[src/rtl/mem_access_ctrl_pkg.sv]
// Shared types and constants for the memory-access stage controller.
// The FSM encoding, the request bundle and the misalignment test live here.
package definitions;

    localparam int kByteLanes = 4;
    localparam int kAddrW     = 32;
    localparam int kDataW     = 32;

    typedef enum logic [1:0] {
        IDLE     = 2'd0,
        REQ      = 2'd1,
        WAIT_RSP = 2'd2,
        DONE     = 2'd3
    } mem_state_e;

    typedef struct packed {
        logic                  we;
        logic [kAddrW-1:0]     addr;
        logic [kDataW-1:0]     data;
        logic [kByteLanes-1:0] mask;
    } dmem_req_s;

    // Only word accesses need natural alignment; byte accesses may hit any lane.
    function automatic logic is_misaligned(input logic is_byte, input logic [1:0] offset);
        return (!is_byte) && (offset != 2'b00);
    endfunction

endpackage

[src/rtl/mem_access_ctrl_byte_lane_align.sv]
// Combinational byte-lane steering: store mask/replication and load lane extraction.
// Lanes are little-endian: lane k holds bits 8k+7:8k.
module byte_lane_align
    import definitions::*;
(
    input  logic                  store_is_store,
    input  logic                  store_is_byte,
    input  logic [1:0]            store_offset,
    input  logic [kDataW-1:0]     store_data,
    output logic [kByteLanes-1:0] store_mask,
    output logic [kDataW-1:0]     store_wdata,
    input  logic                  load_is_byte,
    input  logic [1:0]            load_offset,
    input  logic [kDataW-1:0]     rsp_data,
    output logic [kDataW-1:0]     load_data
);

    logic [7:0] lane_byte;

    // Store side: byte stores enable one lane and replicate the byte across the word.
    always_comb begin
        store_mask  = 4'hF;
        store_wdata = store_data;
        if (store_is_store && store_is_byte) begin
            store_mask  = 4'b0001 << store_offset;
            store_wdata = {kByteLanes{store_data[7:0]}};
        end else begin
            store_mask  = 4'hF;
            store_wdata = store_data;
        end
    end

    // Load side: pick the addressed lane and zero-extend it for LBU.
    always_comb begin
        lane_byte = 8'h00;
        case (load_offset)
            2'd0:    lane_byte = rsp_data[7:0];
            2'd1:    lane_byte = rsp_data[15:8];
            2'd2:    lane_byte = rsp_data[23:16];
            2'd3:    lane_byte = rsp_data[31:24];
            default: lane_byte = 8'h00;
        endcase
        if (load_is_byte) begin
            load_data = {24'h000000, lane_byte};
        end else begin
            load_data = rsp_data;
        end
    end

endmodule

[src/rtl/mem_access_ctrl.sv]
// Memory-access stage controller: handshakes with data memory, aligns byte lanes
// and stalls the core until the access has completed.
module mem_access_ctrl
    import definitions::*;
#(
    parameter int ADDR_W = 32,
    parameter int DATA_W = 32
) (
    input  logic              clk,
    input  logic              reset,
    input  logic              valid_i,
    input  logic              is_mem_op_i,
    input  logic              is_load_op_i,
    input  logic              is_store_op_i,
    input  logic              is_byte_op_i,
    input  logic [ADDR_W-1:0] addr_i,
    input  logic [DATA_W-1:0] store_data_i,
    output logic              dmem_req_v_o,
    output logic              dmem_req_we_o,
    output logic [ADDR_W-1:0] dmem_req_addr_o,
    output logic [DATA_W-1:0] dmem_req_data_o,
    output logic [3:0]        dmem_req_mask_o,
    input  logic              dmem_req_yumi_i,
    input  logic              dmem_rsp_v_i,
    input  logic [DATA_W-1:0] dmem_rsp_data_i,
    output logic              stall_o,
    output logic              load_data_v_o,
    output logic [DATA_W-1:0] load_data_o,
    output logic              misaligned_o
);

    mem_state_e            state_r, state_s;
    dmem_req_s             req_r;
    logic                  is_load_r;
    logic                  is_byte_r;
    logic [1:0]            offset_r;
    logic [DATA_W-1:0]     load_data_r;

    logic                  mem_req_s;
    logic                  bad_align_s;
    logic                  accept_s;
    logic                  stall_s;
    logic                  misaligned_s;
    logic [kByteLanes-1:0] align_mask_s;
    logic [DATA_W-1:0]     align_wdata_s;
    logic [DATA_W-1:0]     align_load_s;

    assign mem_req_s   = valid_i && is_mem_op_i;
    assign bad_align_s = is_misaligned(is_byte_op_i, addr_i[1:0]);
    assign accept_s    = (state_r == IDLE) && mem_req_s && !bad_align_s;

    byte_lane_align u_align (
        .store_is_store (is_store_op_i),
        .store_is_byte  (is_byte_op_i),
        .store_offset   (addr_i[1:0]),
        .store_data     (store_data_i),
        .store_mask     (align_mask_s),
        .store_wdata    (align_wdata_s),
        .load_is_byte   (is_byte_r),
        .load_offset    (offset_r),
        .rsp_data       (dmem_rsp_data_i),
        .load_data      (align_load_s)
    );

    // State register.
    always_ff @(posedge clk or posedge reset) begin
        if (reset) begin
            state_r <= IDLE;
        end else begin
            state_r <= state_s;
        end
    end

    // Next-state and stall/misalignment decode.
    always_comb begin
        state_s      = state_r;
        stall_s      = 1'b0;
        misaligned_s = 1'b0;
        case (state_r)
            IDLE: begin
                if (accept_s) begin
                    state_s = REQ;
                    stall_s = 1'b1;
                end else if (mem_req_s && bad_align_s) begin
                    misaligned_s = 1'b1;
                end else begin
                    state_s = IDLE;
                end
            end
            REQ: begin
                stall_s = 1'b1;
                if (dmem_req_yumi_i) begin
                    state_s = req_r.we ? DONE : WAIT_RSP;
                end else begin
                    state_s = REQ;
                end
            end
            WAIT_RSP: begin
                stall_s = 1'b1;
                if (dmem_rsp_v_i) begin
                    state_s = DONE;
                end else begin
                    state_s = WAIT_RSP;
                end
            end
            DONE:    state_s = IDLE;
            default: state_s = IDLE;
        endcase
    end

    // Request capture at accept, and formatted load data at the response.
    always_ff @(posedge clk or posedge reset) begin
        if (reset) begin
            req_r       <= '0;
            is_load_r   <= 1'b0;
            is_byte_r   <= 1'b0;
            offset_r    <= 2'b00;
            load_data_r <= '0;
        end else if (accept_s) begin
            req_r.we    <= is_store_op_i;
            req_r.addr  <= {addr_i[ADDR_W-1:2], 2'b00};
            req_r.data  <= align_wdata_s;
            req_r.mask  <= align_mask_s;
            is_load_r   <= !is_store_op_i;
            is_byte_r   <= is_byte_op_i;
            offset_r    <= addr_i[1:0];
        end else if ((state_r == WAIT_RSP) && dmem_rsp_v_i) begin
            load_data_r <= align_load_s;
        end
    end

    assign dmem_req_v_o    = (state_r == REQ);
    assign dmem_req_we_o   = req_r.we;
    assign dmem_req_addr_o = req_r.addr;
    assign dmem_req_data_o = req_r.data;
    assign dmem_req_mask_o = req_r.mask;
    assign load_data_v_o   = (state_r == DONE) && is_load_r;
    assign load_data_o     = load_data_r;
    // The reset gate keeps these quiet while the stage is being cleared.
    assign stall_o         = stall_s && !reset;
    assign misaligned_o    = misaligned_s && !reset;

endmodule
[config.mk]
export PLATFORM = sky130hd
export DESIGN_NAME = mem_access_ctrl
export DESIGN_NICKNAME = d
export VERILOG_FILES = /design/src/rtl/mem_access_ctrl_pkg.sv /design/src/rtl/mem_access_ctrl_byte_lane_align.sv /design/src/rtl/mem_access_ctrl.sv
export SDC_FILE = /design/constraint.sdc
export NUM_CORES = 1
export LEC_CHECK = 0
export CORE_ASPECT_RATIO = 1.5
export CORE_UTILIZATION = 40
export CTS_CLUSTER_DIAMETER = 100
export DETAILED_ROUTE_END_ITERATION = 10
export HOLD_SLACK_MARGIN = 0.06
export MAX_ROUTING_LAYER = met4
export PLACE_DENSITY = 0.77
export REMOVE_ABC_BUFFERS = 1
export SETUP_SLACK_MARGIN = 0.02
export SLEW_MARGIN = 25
export SYNTH_ARGS = -nofsm -noshare
export SYNTH_HDL_FRONTEND = slang
export SYNTH_SLANG_ARGS = --single-unit
[constraint.sdc]
create_clock -name clk -period 6.9 [get_ports clk]
set_clock_uncertainty 0.2 [all_clocks]
set_input_delay 1.035 -clock clk [delete_from_list [all_inputs] [get_ports clk]]
set_output_delay 1.035 -clock clk [all_outputs]
set_load 0.03 [all_outputs]
==> impl_metrics.yaml <==
cells_and_area:
  design.final.nets: 733
  share_of_cells_above_drive_strength_1: 0.101
  final.fill_count: 935
  final_cell_area_um2: 7170
  area_delta_synth_final_pct: 50.2
  register_area_um2: 2630
  multi_input_comb_area_um2: 1890
  utilization_after_layout: 0.619
  n_antenna_cell: 0
power:
  power.switching_mw: 1.41
  p_sw_frac: 0.408
  static-leakage-power_nw: 3.26
  fin_total_pwr_mw: 3.45
  intPower_mw: 2.04
  power_frac_seq: 0.320
  pwr-share-comb: 0.526
  ir_worst_vdd_uv: 230
  clock_power_share: 0.154
  cellPowerDensity_nw_per_um2: 481
timing:
  setup_violations: 0
  final_period_minus_worst_setup_slack_ns: 4.55
  fmax_ghz: 0.220
  postLayoutSetupSlackWorst_ns: 2.35
  hold_viol_final: 0
  worst_slew_pin_slew_ns: 0.986
  period_share: 0.659
  timing.setup.tns_ns: 0
  grt_setup_unrepaired: "false"
  final_max_slew_viol_count: 0
  slew_headroom: 0.342
clock_tree:
  clock_sink_count: 105
  cts_hold_buf: 0
  cts_post_setup_buffers_inserted: 0
  htree_num_levels: 3
  cts-buffers-inserted: 9
  clk_pin_slew_worst_paths_ns: 0.06
  clockBufferDepth: 2
  clock_root_buffer_master: "sky130_fd_sc_hd__clkbuf_16"
  tritoncts_clock_tree: "built"
  post_cts.resized_instances: 0
  insertion_delay_ns: 0.34
min_path:
  min_path_cells: 2
  hold-path-endpoint: "dmem_req_data_o[28]"
  holdCritStartpoint: "dmem_req_data_o[28]"
  holdCritPathClass: "reg2reg"
detailed_routing:
  drt_wl_total_um: 12300
  wl_met2_um: 6620
  maxUsedRoutingLayer: "met4"
  vias_per_cell: 4.99
  detail_route.iter0.violations: 133
  met3RoutedLength_um: 634
  drt-met1-wl_um: 4810
  vias: 3870
  detail_route.wl_per_cell_um: 15.9
  detail-route-antenna-nets: 0
  route.detailed.drc: 0
  drtPass1Iterations: 4
placement:
  buffer_ports.inserted: 206
  detailed_place_hpwl_um: 8960
  placed_cell_area_um2: 6850
  dp_worst_setup_slack_ns: 2.31
  globalplace.congestion: 0.796
global_route:
  grt_max_degree: 83
  grt.overflow.total: 0
  grt_pass1_vias: 4012
  gr-usage-all-layers: 0.207
  antenna_violations_before_repair: 0
  wire_length_of_the_first_global_routing_pass_um: 19600
critical_path:
  rr_startpoint: "state_r[0]"
  ff2ff_path_depth: 6
  crit_path_end_kind: "primary output"
  worst-path-max-fanout: 26
  worstSetupStartpointType: "input pin"
  worstReg2RegEnd: "dmem_req_we_o"
  path_class: "in2out"
  regToRegSetupSlack_ns: 4.06
  critPathRequiredTime_ns: 5.66
  crit_arrival_ns: 3.31
floorplan:
  die-height_um: 136
  initial_core_util: 0.412
  num_rows: 48
  top_level_ports: 210
  core_um2: 11600
  dieWidth_um: 91.2
  dieArea_um2: 12400
synth:
  ys.warnings.count: 0
  netlist_instances: 430
  netlist.top_cell.by_area: "sky130_fd_sc_hd__dfrtp_1"
  yosys.cell_types.count: 32
  yosysTopAreaCellShare: 0.551
  syn-cell-area_um2: 4770
  synth_area_per_cell_um2: 11.1
  ys_top_cells_by_area: "sky130_fd_sc_hd__dfrtp_1 (55%), sky130_fd_sc_hd__mux2_4 (12%), sky130_fd_sc_hd__nand2_1 (6.8%)"
  synth.yosys.seq_area_share: 0.551
  synth_seq_cells: 105
outcome:
  status: "finished, final reports clean"
job:
  maxCapViolCount: 0
## synthesized netlist by cell type (all sizes together)
library cell / number
nand3: 1
dfrtp: 105
o22ai: 8
nor2: 6
o21ba: 1
o21a: 1
nor3b: 7
conb: 1
and3: 9
mux2i: 8
nand2: 87
inv: 8
o31ai: 2
mux2: 40
a41o: 1
o21ai: 63
buf: 20
nand2b: 2
clkbuf: 10
a22oi: 1
a211oi: 2
and2: 2
a21oi: 39
ha: 6
## routing by layer
metal  track usage  vias to the layer above
li1              -                     1850
met1         0.233                     1855
met2         0.365                      142
met3        0.0404                       23
met4        0.0767                        0
met5             -                        -
## logic make-up (layout without fill, tap and decap cells)
logic type / count (synthesis) / count (layout) / synth area share
simple gates: 114 / 114 / 0.104
buf+inv: 38 / 233 / 0.0553
mux: 48 / 48 / 0.142
flops: 105 / 105 / 0.551
fa+ha+maj: 6 / 6 / 0.0157
compound gates: 118 / 118 / 0.132
other cells: 1 / 2 / 0.000786
## per-stage QoR
step	hold WS [ns]	std cells
5_1_grt	0.311	776
6_report	0.277	776
3_5_place_dp	0.269	761
3_3_place_gp	0.261	760
2_1_floorplan	0.248	401
4_1_cts	0.284	776
## worst max path at each step
stage | start | endpoint | slack (ns) | cells past startpoint
5_1_grt | is_byte_op_i | stall_o | 2.22 | 6
6_report | is_byte_op_i | stall_o | 2.35 | 6
3_3_place_gp | is_byte_op_i | stall_o | 2.36 | 6
3_5_place_dp | is_byte_op_i | stall_o | 2.31 | 6
4_1_cts | is_byte_op_i | stall_o | 2.32 | 6
2_1_floorplan | addr_i[0] | stall_o | 2.83 | 3
## layout make-up
type	instances	area share
tap	150	0.0262
inverter	8	0.00454
timing repair buffer	210	0.295
sequential	105	0.366
clock inverter	3	0.00663
clock buffer	12	0.0372
multi-input combinational	288	0.264
## critical path: stages
cell and delay (ns):
sky130_fd_sc_hd__clkdlybuf4s50_1 0.45, sky130_fd_sc_hd__buf_4 0.19, sky130_fd_sc_hd__o21ba_2 0.22, sky130_fd_sc_hd__nand2b_4 0.34, sky130_fd_sc_hd__a211oi_1 0.34, sky130_fd_sc_hd__clkdlybuf4s50_1 0.73
## layout by cell type, fill, tap and decap left out, drive strengths merged
master,n
mux2,40
nand3,1
a22oi,1
nand2,87
a211oi,2
clkinv,1
ha,6
o21ai,63
clkbuf,12
and3,9
a41o,1
o22ai,8
nor2,6
o21ba,1
nor3b,7
conb,2
clkdlybuf4s50,206
inv,9
and2,2
nand2b,2
bufinv,1
o21a,1
mux2i,8
buf,4
a21oi,39
dfrtp,105
o31ai,2
## power groups by stage
stage	combinational, mW	clock (mW)	sequential [mW]
after detailed placement	1.82	0	1.11
after global routing	1.93	0.565	1.14
after global placement	1.79	0	1.09
after floorplan	0.513	0	1.63
final	1.81	0.530	1.11
after CTS	1.83	0.542	1.11
## flip-flops by register name, summed over array words and instances (netlist names), named ones only
register / count
dmem_req_addr_o: 30
dmem_req_data_o: 32
dmem_req_mask_o: 4
dmem_req_we_o: 1
is_byte_r: 1
is_load_r: 1
load_data_o: 32
offset_r: 2
state_r: 1
No activity file was read; power rests on OpenSTA's default activity.
